## config.mk

```make
export PLATFORM = sky130hd
export DESIGN_NAME = quadrature_step_decoder
export DESIGN_NICKNAME = d
export VERILOG_FILES = /design/src/rtl/quadrature_step_decoder_pkg.sv /design/src/rtl/quadrature_step_decoder_input_filter.sv /design/src/rtl/quadrature_step_decoder.sv
export SDC_FILE = /design/constraint.sdc
export NUM_CORES = 1
export LEC_CHECK = 0
export CAP_MARGIN = 30
export CORE_MARGIN = 3
export CORE_UTILIZATION = 46
export CTS_BUF_LIST = sky130_fd_sc_hd__clkbuf_4
export CTS_CLUSTER_SIZE = 25
export DETAILED_ROUTE_END_ITERATION = 12
export PLACE_DENSITY = 0.84
export SETUP_SLACK_MARGIN = 0.2
export SLEW_MARGIN = 5
export SYNTH_ARGS = -nofsm -noshare
export SYNTH_HDL_FRONTEND = slang
export SYNTH_SLANG_ARGS = --single-unit
```

## constraint.sdc

```tcl
create_clock -name clock -period 1.5 [get_ports clock]
set_clock_uncertainty 0.05 [all_clocks]
set_input_delay 0.225 -clock clock [delete_from_list [all_inputs] [get_ports clock]]
set_output_delay 0.225 -clock clock [all_outputs]
set_load 0.005 [all_outputs]
```

## src/rtl/quadrature_step_decoder_pkg.sv

```systemverilog
// Gray state and direction constants plus the quadrature transition decoder.
// Both the decoder top and its bench-facing users import this package.
package qdec_pkg;

  localparam logic [1:0] QS_00 = 2'b00;
  localparam logic [1:0] QS_01 = 2'b01;
  localparam logic [1:0] QS_11 = 2'b11;
  localparam logic [1:0] QS_10 = 2'b10;

  localparam logic DIR_UP = 1'b1;
  localparam logic DIR_DN = 1'b0;

  typedef enum logic [1:0] {NONE, UP, DOWN, ILLEGAL} qdec_res_t;

  // Successor of a state in the forward (count-up) direction.
  function automatic logic [1:0] qdec_next_fwd(input logic [1:0] s);
    logic [1:0] n;
    case (s)
      QS_00:   n = QS_01;
      QS_01:   n = QS_11;
      QS_11:   n = QS_10;
      default: n = QS_00;
    endcase
    return n;
  endfunction

  function automatic qdec_res_t qdec_decode(input logic [1:0] prev, input logic [1:0] cur);
    qdec_res_t res;
    if (prev == cur)
      res = NONE;
    else if ((prev ^ cur) == 2'b11)
      res = ILLEGAL;
    else if (cur == qdec_next_fwd(prev))
      res = UP;
    else
      res = DOWN;
    return res;
  endfunction

endpackage

```

## src/rtl/quadrature_step_decoder_input_filter.sv

```systemverilog
// One-bit 2-flop synchronizer with optional glitch filter (QDEC_GLITCH_FILTER_EN).
// Latency 2 cycles, or 2+FILTER_LEN when filtered; vld marks q as a real sample.
module quad_input_filter #(
  parameter int FILTER_LEN = 4
) (
  input  logic clock,
  input  logic preset,
  input  logic din,
  output logic q,
  output logic vld
);

  logic       sync1;
  logic       sync2;
  logic [1:0] fill;

  always_ff @(posedge clock or posedge preset) begin
    if (preset) begin
      sync1 <= 1'b0;
      sync2 <= 1'b0;
      fill  <= 2'b00;
    end else begin
      sync1 <= din;
      sync2 <= sync1;
      fill  <= {fill[0], 1'b1};
    end
  end

  // Lengths below 1 are not meaningful; no hardware is generated for this check.
  if (FILTER_LEN < 1) begin : g_filter_len_below_one
  end

`ifdef QDEC_GLITCH_FILTER_EN
  localparam int CW = (FILTER_LEN < 1) ? 1 : $clog2(FILTER_LEN + 1);
  localparam logic [CW-1:0] CNT_LAST = CW'((FILTER_LEN < 1) ? 0 : FILTER_LEN - 1);

  logic [CW-1:0] cnt;
  logic          filt;
  logic          filt_vld;

  // The first synchronized sample seeds the output so start-up is not seen as a change.
  always_ff @(posedge clock or posedge preset) begin
    if (preset) begin
      cnt      <= '0;
      filt     <= 1'b0;
      filt_vld <= 1'b0;
    end else if (!filt_vld) begin
      if (fill[1]) begin
        filt     <= sync2;
        filt_vld <= 1'b1;
      end
    end else if (sync2 == filt) begin
      cnt <= '0;
    end else if (cnt == CNT_LAST) begin
      filt <= sync2;
      cnt  <= '0;
    end else begin
      cnt <= cnt + 1'b1;
    end
  end

  assign q   = filt;
  assign vld = filt_vld;
`else
  assign q   = sync2;
  assign vld = fill[1];
`endif

endmodule

```

## src/rtl/quadrature_step_decoder.sv

```systemverilog
// Quadrature A/B/index decoder: registered step, updown, load and sticky err for an up/down counter.
// Latency 3 cycles (2+FILTER_LEN+1 with QDEC_GLITCH_FILTER_EN); no backpressure, one step per cycle max.
module quadrature_step_decoder
  import qdec_pkg::*;
#(
  parameter int BITS        = 2,
  parameter int INDEX_VALUE = 0,
  parameter int FILTER_LEN  = 4,
  parameter int X1_MODE     = 0
) (
  input  logic            clock,
  input  logic            preset,
  input  logic            enc_a,
  input  logic            enc_b,
  input  logic            enc_idx,
  input  logic            err_clr,
  output logic            step,
  output logic            updown,
  output logic            load,
  output logic [BITS-1:0] load_data,
  output logic            err
);

  logic a_f, b_f, idx_f;
  logic a_vld, b_vld, idx_vld;

  quad_input_filter #(.FILTER_LEN(FILTER_LEN)) u_filt_a (
    .clock(clock), .preset(preset), .din(enc_a), .q(a_f), .vld(a_vld)
  );
  quad_input_filter #(.FILTER_LEN(FILTER_LEN)) u_filt_b (
    .clock(clock), .preset(preset), .din(enc_b), .q(b_f), .vld(b_vld)
  );
  quad_input_filter #(.FILTER_LEN(FILTER_LEN)) u_filt_idx (
    .clock(clock), .preset(preset), .din(enc_idx), .q(idx_f), .vld(idx_vld)
  );

  logic [1:0] cur;
  logic [1:0] prev;
  logic       primed;
  logic       idx_prev;
  logic       in_vld;

  assign cur    = {a_f, b_f};
  assign in_vld = a_vld & b_vld & idx_vld;

  qdec_res_t dec;
  logic      step_nxt;
  logic      updown_nxt;
  logic      load_nxt;
  logic      err_nxt;

  always_comb begin
    dec        = primed ? qdec_decode(prev, cur) : NONE;
    step_nxt   = 1'b0;
    updown_nxt = updown;
    load_nxt   = 1'b0;
    // A new illegal edge overrides a simultaneous clear.
    err_nxt    = err & ~err_clr;
    case (dec)
      UP: begin
        if ((X1_MODE == 0) || ((prev == QS_10) && (cur == QS_00))) begin
          step_nxt   = 1'b1;
          updown_nxt = DIR_UP;
        end
      end
      DOWN: begin
        if ((X1_MODE == 0) || ((prev == QS_00) && (cur == QS_10))) begin
          step_nxt   = 1'b1;
          updown_nxt = DIR_DN;
        end
      end
      ILLEGAL: err_nxt = 1'b1;
      default: ;
    endcase
    if (primed && idx_f && !idx_prev && (cur == QS_00))
      load_nxt = 1'b1;
  end

  always_ff @(posedge clock or posedge preset) begin
    if (preset) begin
      prev      <= QS_00;
      idx_prev  <= 1'b0;
      primed    <= 1'b0;
      step      <= 1'b0;
      updown    <= DIR_UP;
      load      <= 1'b0;
      err       <= 1'b0;
      load_data <= BITS'(INDEX_VALUE);
    end else begin
      // The first real sample only primes history; decode starts on the next one.
      if (primed || in_vld) begin
        prev     <= cur;
        idx_prev <= idx_f;
      end
      if (in_vld)
        primed <= 1'b1;
      step      <= step_nxt;
      updown    <= updown_nxt;
      load      <= load_nxt;
      err       <= err_nxt;
      load_data <= BITS'(INDEX_VALUE);
    end
  end

endmodule
```

**Yosys cells after proc, flatten, opt, wreduce, memory -nomap -nowiden**

Cells that the tools add are included.

- Register bits: 20

- Eq/ne operators: 8
- Mux-type cells: 11
- Bitwise gates (word level): 5
- Reduce and logical (&&, ||, !) cells: 9

Operators with widths:

| cell | number |
|---|---|
| $mux W2 | 6 |
| $eq A2 B2 Y1 const B | 4 |
| $pmux W2 S3 | 1 |
| $eq A2 B1 Y1 const B | 2 |
| $eq A2 B2 Y1 | 2 |
| $logic_not A2 Y1 | 2 |
| $and A1 B1 Y1 | 3 |
| $logic_and A1 B1 Y1 | 3 |
| $mux W1 | 3 |
| $pmux W1 S2 | 1 |
| $reduce_bool A2 Y1 | 1 |
| $reduce_or A2 Y1 | 1 |
| $xor A2 B2 Y2 | 1 |
| $logic_not A1 Y1 | 1 |
| $logic_or A1 B1 Y1 | 1 |
| $not A1 Y1 | 1 |

**Longest topological paths before layout**

Gate-level depths: netlist of the first run.

- Depth in word-level cells: 12
- Gate-level depth with buffers: 6
- Mapped depth without buffers: 6

**By module**

A second synthesis of the first run with hierarchy kept.

- Cell total of the unflattened synthesis: 56
- Area, all modules: 726.9 µm²

By module, submodules not included:

| module | times used | cells an instance | area each (µm²) | seq. area each (µm²) |
|---|---|---|---|---|
| quadrature_step_decoder | 1 | 38 | 404.1 | 201.4 |
| quad_input_filter | 3 | 6 | 107.6 | 100.1 |

**Worst setup path before layout of the first run**

OpenSTA, ideal clock, no wires.

- Path kind: reg2reg
- Start point: reg u_filt_a.sync2, in the netlist u_filt_a.q
- End point: reg updown
- Library setup time: 79 ps
- Data arrival time: 1265 ps
- Data required time: 1371 ps
- Slack: 106 ps
- Stages on the path, launching flop included: 6
- Period minus slack after synthesis: 1394 ps
- Cell sequence: dfrtp_1 > and2b_1 > a21oi_2 > o22a_1 > ha_1 > o21ai_0

- Word-level cells in the longest chain between the ends: 7
- Elaborated cells on any way between the ends: 12
- Classes of those cells: 5 x eq/ne; 5 x mux; 1 x bitwise; 1 x reduce/logical

Ends and longest elaborated chain:

| item | line | source |
|---|---|---|
| start: declaration | quadrature_step_decoder_input_filter.sv:14 | `logic sync2;` |
| start signal: assignment | quadrature_step_decoder_input_filter.sv:24 | `sync2 <= sync1;` |
| $eq A2 B2 Y1 or $xor A2 B2 Y2 (tied branches) | quadrature_step_decoder_pkg.sv:33, quadrature_step_decoder_pkg.sv:31 |  |
| $mux W2 or $eq A2 B2 Y1 (tied branches) | quadrature_step_decoder_pkg.sv:33, quadrature_step_decoder_pkg.sv:31 |  |
| $mux W2 | quadrature_step_decoder_pkg.sv:31 | `else if ((prev ^ cur) == 2'b11)` |
| $mux W2 * | quadrature_step_decoder_pkg.sv:29 | `if (prev == cur)` |
| $mux W2 * | quadrature_step_decoder.sv:53 | `dec = primed ? qdec_decode(prev, cur) : NONE;` |
| $eq A2 B2 Y1 or $eq A2 B1 Y1 (tied branches) | quadrature_step_decoder.sv:59 | `case (dec)` |
| $pmux W1 S2 or $reduce_bool A2 Y1 (tied branches) | -- |  |
| end signal: assignment | quadrature_step_decoder.sv:98 | `updown <= updown_nxt;` |
| end: declaration | quadrature_step_decoder.sv:18 | `output logic updown,` |

Every way passes the cells marked *; elsewhere a longest branch is shown, timed or not.
A chain may end at the register's enable or synchronous reset.

**Final worst setup path of the first run**

- Start point: reg prev[1]
- End point: reg updown

- Word-level cells in the longest chain between the ends: 11
- Elaborated cells on any way between the ends: 18
- Classes of those cells: 7 x eq/ne; 8 x mux; 1 x bitwise; 2 x reduce/logical

Ends and longest elaborated chain:

| item | line | source |
|---|---|---|
| start: declaration | quadrature_step_decoder.sv:38 | `logic [1:0] prev;` |
| start signal: assignment | quadrature_step_decoder.sv:92 | `prev <= cur;` |
| $eq A2 B2 Y1, or another cell as far along | quadrature_step_decoder_pkg.sv:18 | `case (s)` |
| $pmux W2 S3 | quadrature_step_decoder_pkg.sv:18 |  |
| $mux W2 | quadrature_step_decoder_pkg.sv:31 |  |
| $mux W2 | quadrature_step_decoder_pkg.sv:29 |  |
| $eq A2 B2 Y1 | quadrature_step_decoder_pkg.sv:33 | `else if (cur == qdec_next_fwd(prev))` |
| $mux W2 | quadrature_step_decoder_pkg.sv:33 |  |
| $mux W2 | quadrature_step_decoder_pkg.sv:31 |  |
| $mux W2 * | quadrature_step_decoder_pkg.sv:29 |  |
| $mux W2 * | quadrature_step_decoder.sv:53 |  |
| $eq A2 B2 Y1 or $eq A2 B1 Y1 (tied branches) | quadrature_step_decoder.sv:59 |  |
| $pmux W1 S2 or $reduce_bool A2 Y1 (tied branches) | -- |  |

Every way passes the cells marked *; elsewhere a longest branch is shown, timed or not. The select of a mux whose other input is x is not followed.

==> results of run 1 <==
## critical path: cells and delay by family, from the launching register on
kind / cells / cell delay [ps]
flip-flops: 1 / 440
AO/OA/AOI/OAI: 3 / 330
adder cells (fa/ha/maj): 1 / 290
AND/OR/NAND/NOR: 2 / 260
## placed cells by master (no fill, tap or decap), drive strengths merged, types with 2 or more instances in the layout
cell type / n
a21oi: 4
inv: 6
conb: 3
clkbuf: 4
clkdlybuf4s50: 5
dlygate4sd2: 3
o22ai: 2
buf: 2
o21ai: 4
ha: 2
dfrtp: 15
nand2: 4
## timing repair
action | CTS | global route
setup buffers | 1 | 0
setup endpoints to repair | 7 | 4
resized for setup | 6 | 2
## metal layers
layer / global-route usage / vias up
met3: 0.0343 / 4
li1: - / 186
met4: 0.0994 / 0
met2: 0.222 / 9
met5: 0 / -
met1: 0.118 / 179
## worst paths after layout
| kind | from | endpoint | cells after the start |
|---|---|---|---|
| worst min-delay path | preset | u_filt_a.sync1$_DFF_PP0_ | 3 |
| worst min register to register | u_filt_idx.fill[0]$_DFF_PP0_ | u_filt_a.fill[1]$_DFF_PP0_ | 0 |
| max in group asynchronous | preset | updown$_DFFE_PP1P_ | 3 |
| worst max-delay path | prev[1]$_DFFE_PP0P_ | updown$_DFFE_PP1P_ | 6 |
| min in group clock | u_filt_idx.fill[0]$_DFF_PP0_ | u_filt_a.fill[1]$_DFF_PP0_ | 0 |
| worst max register to register | prev[1]$_DFFE_PP0P_ | updown$_DFFE_PP1P_ | 6 |
## report_power, final
| part | leakage (nW) | switching [W] | total (W) | internal [W] |
|---|---|---|---|---|
| clock network | 0.0154 | 0.000124 | 0.000221 | 0.0000962 |
| registers | 0.186 | 0.0000182 | 0.000488 | 0.000470 |
| logic | 0.166 | 0.0000531 | 0.000114 | 0.0000610 |
## layout make-up
type                            instances  area [um^2]  area share
Sequential cell                        16          402       0.531
Multi-Input combinational cell         27          193       0.255
Timing Repair Buffer                   11         96.3       0.127
Clock buffer                            3         22.5      0.0298
Inverter                                6         22.5      0.0298
Tap cell                               14         17.5      0.0231
Clock inverter                          1         3.75     0.00496
## cell families after synthesis
group,count (synthesis)
compound gates,12
fa+ha+maj,2
buf+inv,8
flops,16
mux,1
other cells,2
simple gates,9
## flip-flops by register name, summed over array words and instances, names as in the netlist
register and cells:
step 1, u_filt_a.sync1 1, primed 1, idx_prev 1, u_filt_b.q 1, updown 1, load 1, u_filt_idx.sync1 1
u_filt_idx.q 1, prev 2, u_filt_a.fill 1, u_filt_idx.fill 1, u_filt_a.q 1, u_filt_b.sync1 1, err 1
## per-stage QoR
step | utilization | hold slack (ps) | setup WS [ps] | cells | instance area, um^2
6_report | 0.646 | 192 | 64.4 | 78 | 757
5_1_grt | 0.646 | 226 | 1.25 | 78 | 757
4_1_cts | 0.650 | 196 | 85.0 | 78 | 761
3_5_place_dp | 0.609 | 286 | 39.3 | 73 | 713
3_3_place_gp | 0.609 | 282 | 125 | 73 | 713
2_1_floorplan | - | 88.0 | 166 | 51 | 613
==> flow_summary.json, run 1 <==
{
  "cts_max_level": 1,
  "timing.critical_path.cells": "and2b_1 > a21oi_1 > o22ai_2 > ha_4 > nand2_1 > o21ai_1",
  "synth_top_family_by_area": "compound AO/OA/AOI/OAI gates",
  "status": "completed",
  "hold_viol_final": 0,
  "worstHoldPathType": "input port to asynchronous set/reset pin",
  "synth_top_flop_cell": "dfrtp_1",
  "cts_hold_buf": 0,
  "synth_seq_area_share": 0.659,
  "cp_data_arrival_time_ps": 1600,
  "syn_to_final_growth_pct": 24.2,
  "core_area_um2": 1170,
  "rows": 12,
  "fin_tns_setup_ps": 0,
  "cp_slowest_cell": "dfrtp_1",
  "clock-sinks": 16,
  "slew_violations": 0,
  "drt_iter0_drc": 7,
  "setup_violations": 0,
  "cts_max_path_buffers": 2,
  "synth_area_per_cell_um2": 12.2,
  "gp_congestion": 0.765,
  "yosysMostFrequentCell": "dfrtp_1",
  "muxShareOfSynthArea": 0.0246,
  "cts_tree": "built",
  "die_y_um": 42.4,
  "fmax_mhz": 697,
  "reg2reg_slack_ps": 60,
  "synth_seq_cells": 16,
  "wl_per_cell_um": 12.6,
  "cts_root_buffer": "clkbuf_4",
  "critical-path-max-stage-delay_ps": 440,
  "synth_warnings": 0,
  "final.min_clock_period_ps": 1440,
  "cts_buffers": 3,
  "diodes": 0,
  "drc": 0,
  "initial_core_util": 0.520,
  "dieWidth_um": 42.4,
  "top_layer_used": "met4",
  "met1_length_um": 378,
  "synthAdderAreaFrac": 0.0411,
  "synth.distinct_cells": 21,
  "grt.total_usage": 0.125,
  "nFillCells": 98,
  "grt_max_degree": 17,
  "vias": 378,
  "dpl.hpwl_um": 756,
  "route.antenna.remaining_nets": 0,
  "drive_above_1_share": 0.219,
  "timing_worst_setup_path_type": "register to register",
  "grt_pass1_vias": 403,
  "dr.pass1.iters": 4,
  "critPathMaxFanout": 5,
  "cp-start-kind": "register",
  "cellLeakagePower_nw": 0.367,
  "gr-total-overflow": 0,
  "pin_count": 12,
  "vias_per_cell": 4.85,
  "yosys.area_share.simple": 0.0821,
  "dieArea_um2": 1800,
  "fin_crit_sh": 0.957,
  "synth_async_sr_flop_share": 1.00,
  "netlist_instances": 50,
  "synth_edf_count": 0,
  "clock_latency_ps": 270,
  "synthTopCellsByArea": "dfrtp_1 62%, dfstp_2 4.3%, ha_1 4.1%, inv_1 3.1%, a21oi_1 2.5%",
  "wl_met2_um": 524,
  "total_power_w": 0.000823,
  "wl_um": 982,
  "power_density_nw_per_um2": 1090,
  "synth-compound-area-share": 0.119,
  "yosysTopAreaCell": "dfrtp_1",
  "max-vdd-ir-drop_v": 0.000660,
  "nets": 73,
  "synth_xor_area_frac": 0,
  "cp-end-kind": "register",
  "drv_cap": 0,
  "grt_pass1_wl_um": 1610,
  "met3_length_um": 48,
  "rsz0062_at_grt": "true",
  "clkTransAtPathRegs_ps": 90,
  "synth_common_cells": "15 x dfrtp_1, 5 x inv_1, 4 x nand2_1, 3 x a21oi_1, 3 x o21ai_0",
  "synth_top_area_frac": 0.616,
  "io_buffers": 9,
  "antenna_found_initial": 0,
  "netlist_area_um2": 609,
  "cp_data_required_time_ps": 1660
}
(Power assumes the default switching activity.)
==> run 2: changes to the inputs <==
==> constraint.sdc (replaced) <==
create_clock -name clock -period 1.31 [get_ports clock]
set_clock_uncertainty 0.05 [all_clocks]
set_input_delay 0.262 -clock clock [delete_from_list [all_inputs] [get_ports clock]]
set_output_delay 0.262 -clock clock [all_outputs]
set_load 0.005 [all_outputs]
==> run 2 against run 1 <==
Compared with the run above: the run now ends with negative setup slack left; clock power rose by 18%; maximum frequency rose by 1.5%; global-route usage rose by 1.7 points; via count rose by 8.7%; sequential power rose by 15%; utilization rose by 5.6 points; total power rose by 18%; largest power group unchanged; highest routed layer unchanged.
==> flow_summary.json, run 2 (synthesis gave the netlist of run 1 again) <==
{
  "status": "finished, violations left",
  "violations": "negative setup slack",
  "diodes": 0,
  "cts_buffers": 3,
  "vias_per_cell": 4.95,
  "die_y_um": 42.4,
  "cp-start-kind": "register",
  "antenna_found_initial": 0,
  "final.min_clock_period_ps": 1410,
  "setup_violations": 3,
  "nets": 78,
  "cts_root_buffer": "clkbuf_4",
  "fin_crit_sh": 1.08,
  "power_density_nw_per_um2": 1190,
  "crit_start": "u_filt_a.q$_DFF_PP0_",
  "pre_cts_ws_ps": -119,
  "cts_max_level": 1,
  "dieArea_um2": 1800,
  "grt_max_degree": 12,
  "dr.pass1.iters": 2,
  "grt.total_usage": 0.142,
  "grt_pass1_wl_um": 1770,
  "top_register": "prev",
  "wl_um": 1040,
  "rows": 12,
  "dpl.hpwl_um": 788,
  "dieWidth_um": 42.4,
  "max-vdd-ir-drop_v": 0.000674,
  "critPathMaxFanout": 3,
  "cp_data_arrival_time_ps": 1590,
  "grt_pass1_vias": 410,
  "initial_core_util": 0.520,
  "drt_iter0_drc": 3,
  "core_area_um2": 1170,
  "clkTransAtPathRegs_ps": 90,
  "drive_above_1_share": 0.406,
  "fmax_mhz": 707,
  "cp_data_required_time_ps": 1490,
  "drc": 0,
  "final_common_cell": "dfrtp_1",
  "cts_hold_buf": 0,
  "clock_latency_ps": 280,
  "vias": 411,
  "pin_count": 12,
  "gp_congestion": 0.715,
  "clock-sinks": 16,
  "timing_worst_setup_path_type": "register to register",
  "mostFrequentLayoutCells": "15 x dfrtp_1, 5 x inv_1, 5 x clkdlybuf4s50_1, 5 x buf_4, 4 x buf_2",
  "drv_cap": 0,
  "rsz0062_at_grt": "true",
  "cellLeakagePower_nw": 0.393,
  "syn_to_final_growth_pct": 34.9,
  "setup_slack_ps": -104,
  "slew_violations": 0,
  "cp-end-kind": "register",
  "gr-total-overflow": 0,
  "io_buffers": 9,
  "total_power_w": 0.000974,
  "worstHoldPathType": "input port to asynchronous set/reset pin",
  "wl_per_cell_um": 12.5,
  "route.antenna.remaining_nets": 0,
  "largest_register_ffs": 2,
  "cts_tree": "built",
  "r2r_start": "u_filt_a.q$_DFF_PP0_",
  "hold_viol_final": 0,
  "cts_max_path_buffers": 2
}
==> run 2: cell types whose count changed in the layout (fill, tap and decap cells not counted), sizes merged <==
cell,before,now
dlygate4sd2,3,0
clkbuf,4,3
buf,2,11
==> run 2: final cells by class <==
type                    count  area, um^2
clock inverters             1        3.75
repair buffers             16         139
fillers                    86         349
multi-input cells          27         215
inverters                   6        22.5
well taps                  14        17.5
clock buffers               3        22.5
flip-flops and latches     16         402
==> run 2: per-stage QoR <==
stage          hold slack [ps]  utilization  TNS, ps  area [um^2]  instances
6_report                   161        0.702     -285          822         83
3_5_place_dp               285        0.645     -259          756         77
5_1_grt                    184        0.702     -467          822         83
4_1_cts                    169        0.663     -282          777         82
3_3_place_gp               283        0.645    -83.4          756         77
2_1_floorplan              125            -    -23.8          613         51
==> run 2: repair_timing <==
item / in CTS / in global routing
gates cloned: 0 / 0
buffers inserted: 1 / 1
endpoints found under the setup margin: 8 / 10
pin swaps: 2 / 3
resized for setup: 18 / 9
==> run 2: critical path, cell delays in order, from the launching register on <==
cell	delay [ps]
dfrtp_1	400
and2b_2	240
a21oi_2	40
o22a_1	240
ha_4	290
nand2_2	50
o21ai_2	50
==> run 2: path summary, 6_finish.rpt <==
check | endpoint | slack (ps) | cells after the start
hold reg to reg | u_filt_b.q$_DFF_PP0_ | 310 | 0
setup reg to reg | updown$_DFFE_PP1P_ | -100 | 6
setup / recovery | updown$_DFFE_PP1P_ | -100 | 6
hold / removal | step$_DFF_PP0_ | 160 | 2
min in group clock | u_filt_b.q$_DFF_PP0_ | 310 | 0
max in group asynchronous | idx_prev$_DFFE_PP0P_ | 690 | 3
==> run 2: report_power, final <==
part | total, W | leakage, nW | switching [W] | internal, W
logic | 0.000155 | 0.191 | 0.0000696 | 0.0000856
clock network | 0.000260 | 0.0154 | 0.000149 | 0.000111
registers | 0.000559 | 0.186 | 0.0000210 | 0.000538
==> run 2: metal layers <==
layer / up-vias / GRT usage / wire length, um
li1: 194 / - / -
met5: - / 0 / 0
met2: 10 / 0.234 / 529
met4: 0 / 0.112 / 37
met3: 5 / 0.0386 / 45
met1: 202 / 0.152 / 423
